## src/rtl/bram_tree_feeder.sv

```systemverilog
// bram_tree_feeder: buffers incoming keys and issues each one to bram_tree as a
// single-cycle replace (wrt+read) pulse, holding off the next replace until the
// tree has settled. The pre-replace top is returned on a valid/ready stream.
module bram_tree_feeder #(
  parameter int unsigned DATA_WIDTH    = 32,
  parameter int unsigned FIFO_DEPTH    = 4,
  parameter int unsigned SETTLE_CYCLES = 3
) (
  input  logic                            CLK,
  input  logic                            RST,
  input  logic                            s_valid,
  output logic                            s_ready,
  input  logic [DATA_WIDTH-1:0]           s_data,
  output logic                            m_valid,
  input  logic                            m_ready,
  output logic [DATA_WIDTH-1:0]           m_data,
  output logic                            tree_wrt,
  output logic                            tree_read,
  output logic [DATA_WIDTH-1:0]           tree_data,
  input  logic [DATA_WIDTH-1:0]           tree_top,
  output logic                            o_top_stable,
  output logic [$clog2(FIFO_DEPTH+1)-1:0] o_count
);

  localparam int unsigned CW = $clog2(FIFO_DEPTH + 1);
  localparam int unsigned PW = $clog2(FIFO_DEPTH);
  localparam int unsigned SW = $clog2(SETTLE_CYCLES + 1);

  typedef enum logic [1:0] {
    S_IDLE   = 2'd0,
    S_ISSUE  = 2'd1,
    S_SETTLE = 2'd2
  } state_t;

  state_t                r_state;
  state_t                w_state_next;

  logic [DATA_WIDTH-1:0] r_mem [FIFO_DEPTH];
  logic [PW-1:0]         r_wr_ptr;
  logic [PW-1:0]         r_rd_ptr;
  logic [CW-1:0]         r_count;
  logic [SW-1:0]         r_settle_cnt;

  logic                  r_m_valid;
  logic [DATA_WIDTH-1:0] r_m_data;
  logic                  r_tree_wrt;
  logic                  r_tree_read;
  logic [DATA_WIDTH-1:0] r_tree_data;

  logic                  w_s_ready;
  logic                  w_push;
  logic                  w_pop;
  logic                  w_issue_ok;

  // Ready depends on registered occupancy only, so m_ready never reaches s_ready.
  assign w_s_ready  = (r_count != CW'(FIFO_DEPTH));
  assign w_push     = s_valid && w_s_ready;
  assign w_pop      = (r_state == S_ISSUE);
  assign w_issue_ok = (r_count != '0) && (!r_m_valid || m_ready);

  assign s_ready      = w_s_ready;
  assign o_count      = r_count;
  assign m_valid      = r_m_valid;
  assign m_data       = r_m_data;
  assign tree_wrt     = r_tree_wrt;
  assign tree_read    = r_tree_read;
  assign tree_data    = r_tree_data;
  assign o_top_stable = (r_state != S_SETTLE);

  // FIFO storage: written on every accepted key, no reset needed.
  always_ff @(posedge CLK) begin
    if (w_push) begin
      r_mem[r_wr_ptr] <= s_data;
    end
  end

  // FIFO pointers and occupancy; pointers wrap naturally at FIFO_DEPTH.
  always_ff @(posedge CLK or posedge RST) begin
    if (RST) begin
      r_wr_ptr <= '0;
      r_rd_ptr <= '0;
      r_count  <= '0;
    end else begin
      if (w_push) begin
        r_wr_ptr <= r_wr_ptr + PW'(1);
      end
      if (w_pop) begin
        r_rd_ptr <= r_rd_ptr + PW'(1);
      end
      case ({w_push, w_pop})
        2'b10:   r_count <= r_count + CW'(1);
        2'b01:   r_count <= r_count - CW'(1);
        default: r_count <= r_count;
      endcase
    end
  end

  // FSM state register.
  always_ff @(posedge CLK or posedge RST) begin
    if (RST) begin
      r_state <= S_IDLE;
    end else begin
      r_state <= w_state_next;
    end
  end

  // FSM next-state: one ISSUE cycle, then SETTLE_CYCLES of settle time.
  always_comb begin
    w_state_next = r_state;
    case (r_state)
      S_IDLE: begin
        if (w_issue_ok) begin
          w_state_next = S_ISSUE;
        end
      end
      S_ISSUE: begin
        w_state_next = S_SETTLE;
      end
      S_SETTLE: begin
        if (r_settle_cnt == SW'(1)) begin
          w_state_next = w_issue_ok ? S_ISSUE : S_IDLE;
        end
      end
      default: begin
        w_state_next = S_IDLE;
      end
    endcase
  end

  // Settle counter: loaded as ISSUE closes, counts down through SETTLE.
  always_ff @(posedge CLK or posedge RST) begin
    if (RST) begin
      r_settle_cnt <= '0;
    end else if (r_state == S_ISSUE) begin
      r_settle_cnt <= SW'(SETTLE_CYCLES);
    end else if (r_state == S_SETTLE) begin
      r_settle_cnt <= r_settle_cnt - SW'(1);
    end
  end

  // Tree strobes are registered from the next state so they are high exactly
  // while the FSM sits in ISSUE; tree_data keeps its last value otherwise.
  always_ff @(posedge CLK or posedge RST) begin
    if (RST) begin
      r_tree_wrt  <= 1'b0;
      r_tree_read <= 1'b0;
      r_tree_data <= '0;
    end else begin
      r_tree_wrt  <= (w_state_next == S_ISSUE);
      r_tree_read <= (w_state_next == S_ISSUE);
      if (w_state_next == S_ISSUE) begin
        r_tree_data <= r_mem[r_rd_ptr];
      end
    end
  end

  // Output register: captures the pre-replace top as ISSUE closes; a reload on
  // that edge takes priority over the downstream handshake clearing it.
  always_ff @(posedge CLK or posedge RST) begin
    if (RST) begin
      r_m_valid <= 1'b0;
      r_m_data  <= '0;
    end else if (r_state == S_ISSUE) begin
      r_m_valid <= 1'b1;
      r_m_data  <= tree_top;
    end else if (r_m_valid && m_ready) begin
      r_m_valid <= 1'b0;
    end
  end

endmodule

```

## config.mk

```make
export PLATFORM = sky130hd
export DESIGN_NAME = bram_tree_feeder
export DESIGN_NICKNAME = d
export VERILOG_FILES = /design/src/rtl/bram_tree_feeder.sv
export SDC_FILE = /design/constraint.sdc
export NUM_CORES = 1
export LEC_CHECK = 0
export ABC_AREA = 1
export ABC_CLOCK_PERIOD_IN_PS = 5700
export BUFFER_PORTS_ARGS = -buffer_cell sky130_fd_sc_hd__buf_4
export CAP_MARGIN = 20
export CORE_MARGIN = 2
export CORE_UTILIZATION = 50
export DETAILED_ROUTE_END_ITERATION = 16
export GPL_TIMING_DRIVEN = 0
export PLACE_DENSITY_LB_ADDON = 0.15
export SYNTH_ARGS = -nofsm -noshare
export SYNTH_HDL_FRONTEND = slang
export SYNTH_SLANG_ARGS = --single-unit
```

## constraint.sdc

```tcl
create_clock -name CLK -period 5.7 [get_ports CLK]
set_clock_uncertainty 0.2 [all_clocks]
set_input_delay 0.285 -clock CLK [delete_from_list [all_inputs] [get_ports CLK]]
set_output_delay 0.285 -clock CLK [all_outputs]
set_load 0.005 [all_outputs]
```

==> out/results.ini <==
[sta]
period_share_pct = 43.2
period_minus_slack_ps = 2460
finalHoldViolations = 0
slew-limit-headroom_pct = 61.3
whs_ps = 149
tightest_slew_ps = 579
fin_tns_setup_ps = 0
rsz0062_at_grt = false
finalSetupViolCount = 0
fmax_mhz = 406
worst_slack_ps = 3240
final-max-slew-violation-count = 0

[synthesis]
synth_top_area_share_pct = 45.2
syn_inst = 728
yosys.cell_count.top_type = nand2_1
async_flop_share_pct = 37.6
syn-cell-area_sq_um = 8510
ys_ff_latch = 205
netlist_top_cells_area = edfxtp_1 (45%), dfrtp_1 (23%), nand2_1 (8.2%), inv_1 (3.5%), o211ai_1 (2.8%)
ys_dominant_reg_cell = edfxtp_1
ys_top_cells_by_count = nand2_1 (185), edfxtp_1 (128), inv_1 (79)
synth_nets = 807
synth_largest_area_cell = edfxtp_1
ys_types = 30
synth_area_per_cell_sq_um = 11.7
synth_enable_flop_cells = 128
seq_area_frac_synth_pct = 67.8
yosysWarningCount = 0

[power]
p_seq_share_pct = 37.2
finalPower_mw = 6.22
p_switching_mw = 2.30
ir_drop_mv = 0.271
p_int_mw = 3.92
power_frac_comb_pct = 41.5
leakagePower_nw = 5.12
clkPwrFrac_pct = 21.3
cellPowerDensity_nw_per_um2 = 549
netSwitchingFraction_pct = 36.9

[status]
status = finished, final reports clean

[hold_path]
hold_class = input pin to asynchronous set/reset pin

[detailed_routing]
wire_per_inst_um = 16.7
drc = 0
wl_um = 20000
drt_pass1_iterations = 5
detail_route.iter0.violations = 370
ant_nets = 0
avgViaCountPerCell = 5.09
num_vias = 6094

[finish]
fin_nets = 1041
area_delta_synth_final_pct = 33.1
antenna_cells = 0
fin_area_sq_um = 11300
fin_cells = 1198
final_util_pct = 68.3
drive_gt1_share_pct = 27.1

[global_routing]
use_met2_pct = 39.1
grtUsageMet3_pct = 3.10
grt_busiest_layer = met2
grt_max_degree = 52
grt_pass1_vias = 6215
antenna_found_initial = 0
grt_pass1_wl_um = 31500
use_met1_pct = 28.9
grt_usage_pct = 22.1
grt-ovfl-total = 0

[clocking]
clk_pin_slew_worst_paths_ps = 60
htree_levels = 1
root_buffer = clkbuf_16
clock_sinks = 205
cts_buffers = 22
cts_tree = done
insertion_delay_ps = 490
clk_path_buf_depth = 3

[setup_path]
worstPathMaxFanout = 8
cp.arrival_ps = 2630
critPathKind = register to register
critPathRequiredTime_ps = 5860
critPathLaunchType = register
endpoint_kind = register

[floorplan]
die_x_um = 134
ios = 140
start_util_pct = 51.3
die_area_sq_um = 18100
fp.dieH_um = 134
core_sq_um = 16600
fp-row-count = 47

[placed_design]
place_inst = 1092
post_dp_cell_area_sq_um = 9990
hpwl_um = 12500
gp_congestion = 0.823
preCtsSetupSlack_ps = 3260
portBuffers = 139

[job]
maxCapViolations = 0

## cell families after synthesis
logic type,after synthesis,share of synthesized area [%]
AND/OR/NAND/NOR,280,16.3
flip-flops,205,67.8
buffers and inverters,123,6.32
AO/OA/AOI/OAI,103,7.22
adder cells (fa/ha/maj),11,1.71
XOR/XNOR,5,0.515
multiplexers,1,0.132
## layout make-up
cell class | instances | area, sq um
sequential | 205 | 5770
fill | 1186 | 5260
multi-input combinational | 400 | 2230
timing repair buffer | 210 | 1830
clock buffer | 32 | 609
inverter | 82 | 310
tap | 220 | 275
buffer | 41 | 230
clock inverter | 8 | 62.6
## state kept, by name (all words and copies together), names as in the netlist
register	cells
r_settle_cnt	2
r_mem	128
m_data	32
tree_read	1
r_state	2
r_rd_ptr	2
m_valid	1
tree_data	32
r_wr_ptr	2
o_count	3
## placed cells by master, fill, tap and decap left out
master and count:
nand2_1 185, buf_4 140, edfxtp_1 128, inv_1 78, dfrtp_1 77, dlygate4sd3_1 66
a21oi_1 34, o21ai_0 32, o211ai_1 32, nand4_1 32, nand2_2 31, buf_2 26
clkbuf_16 23, nand2_4 21, clkbuf_1 18, ha_1 10, clkinv_2 5, clkinv_1 4
nor2_1 4, nor2_4 4, buf_16 4, xor2_1 3, buf_12 3, o21ai_1 3
buf_1 2, xnor2_1 2, nor2_2 1, a31oi_4 1, nand3_4 1, buf_6 1
nand3_1 1, o21a_1 1, mux2_2 1, inv_2 1, inv_4 1, fa_1 1
bufinv_16 1
## critical path, cell delays in order (launching register included)
cell	delay, ps
dfrtp_1	450
nor2_2	70
nand2_1	70
nand2_1	310
ha_1	400
fa_1	420
a21oi_1	150
o21ai_0	120
xor2_1	150
## repair_timing
action | 4_1_cts | 5_1_grt
hold buffers | 66 | 0
gates resized for setup | 0 | 0
setup buffers | 0 | 0
hold endpoints to repair | 238 | 0
## final timing paths
| check | start | cells after the start | slack (ps) | to |
|---|---|---|---|---|
| worst max-delay path | o_count[0]$_DFFE_PP0P_ | 8 | 3240 | o_count[2]$_DFFE_PP0P_ |
| worst min-delay path | RST | 3 | 150 | m_data[23]$_DFFE_PP0P_ |
| worst max register to register | o_count[0]$_DFFE_PP0P_ | 8 | 3240 | o_count[2]$_DFFE_PP0P_ |
| worst min register to register | m_data[29]$_DFFE_PP0P_ | 2 | 270 | m_data[29]$_DFFE_PP0P_ |
| max in group asynchronous | RST | 4 | 4550 | tree_data[17]$_DFFE_PP0N_ |
| min in group CLK | m_data[29]$_DFFE_PP0P_ | 2 | 270 | m_data[29]$_DFFE_PP0P_ |
## power groups by stage
stage	registers (mW)	logic (mW)	clock network [mW]
3_3_place_gp	2.33	2.41	0
5_1_grt	2.36	2.85	1.41
6_report	2.31	2.58	1.32
4_1_cts	2.31	2.60	1.35
3_5_place_dp	2.34	2.55	0
2_1_floorplan	2.33	1.54	0
## routing by layer
metal,up-vias,share of wire (%)
li1,2906,-
met1,2942,42
met2,219,50
met3,27,6.3
met4,0,1.6
met5,-,0
Power figures use the tool's default switching activity.
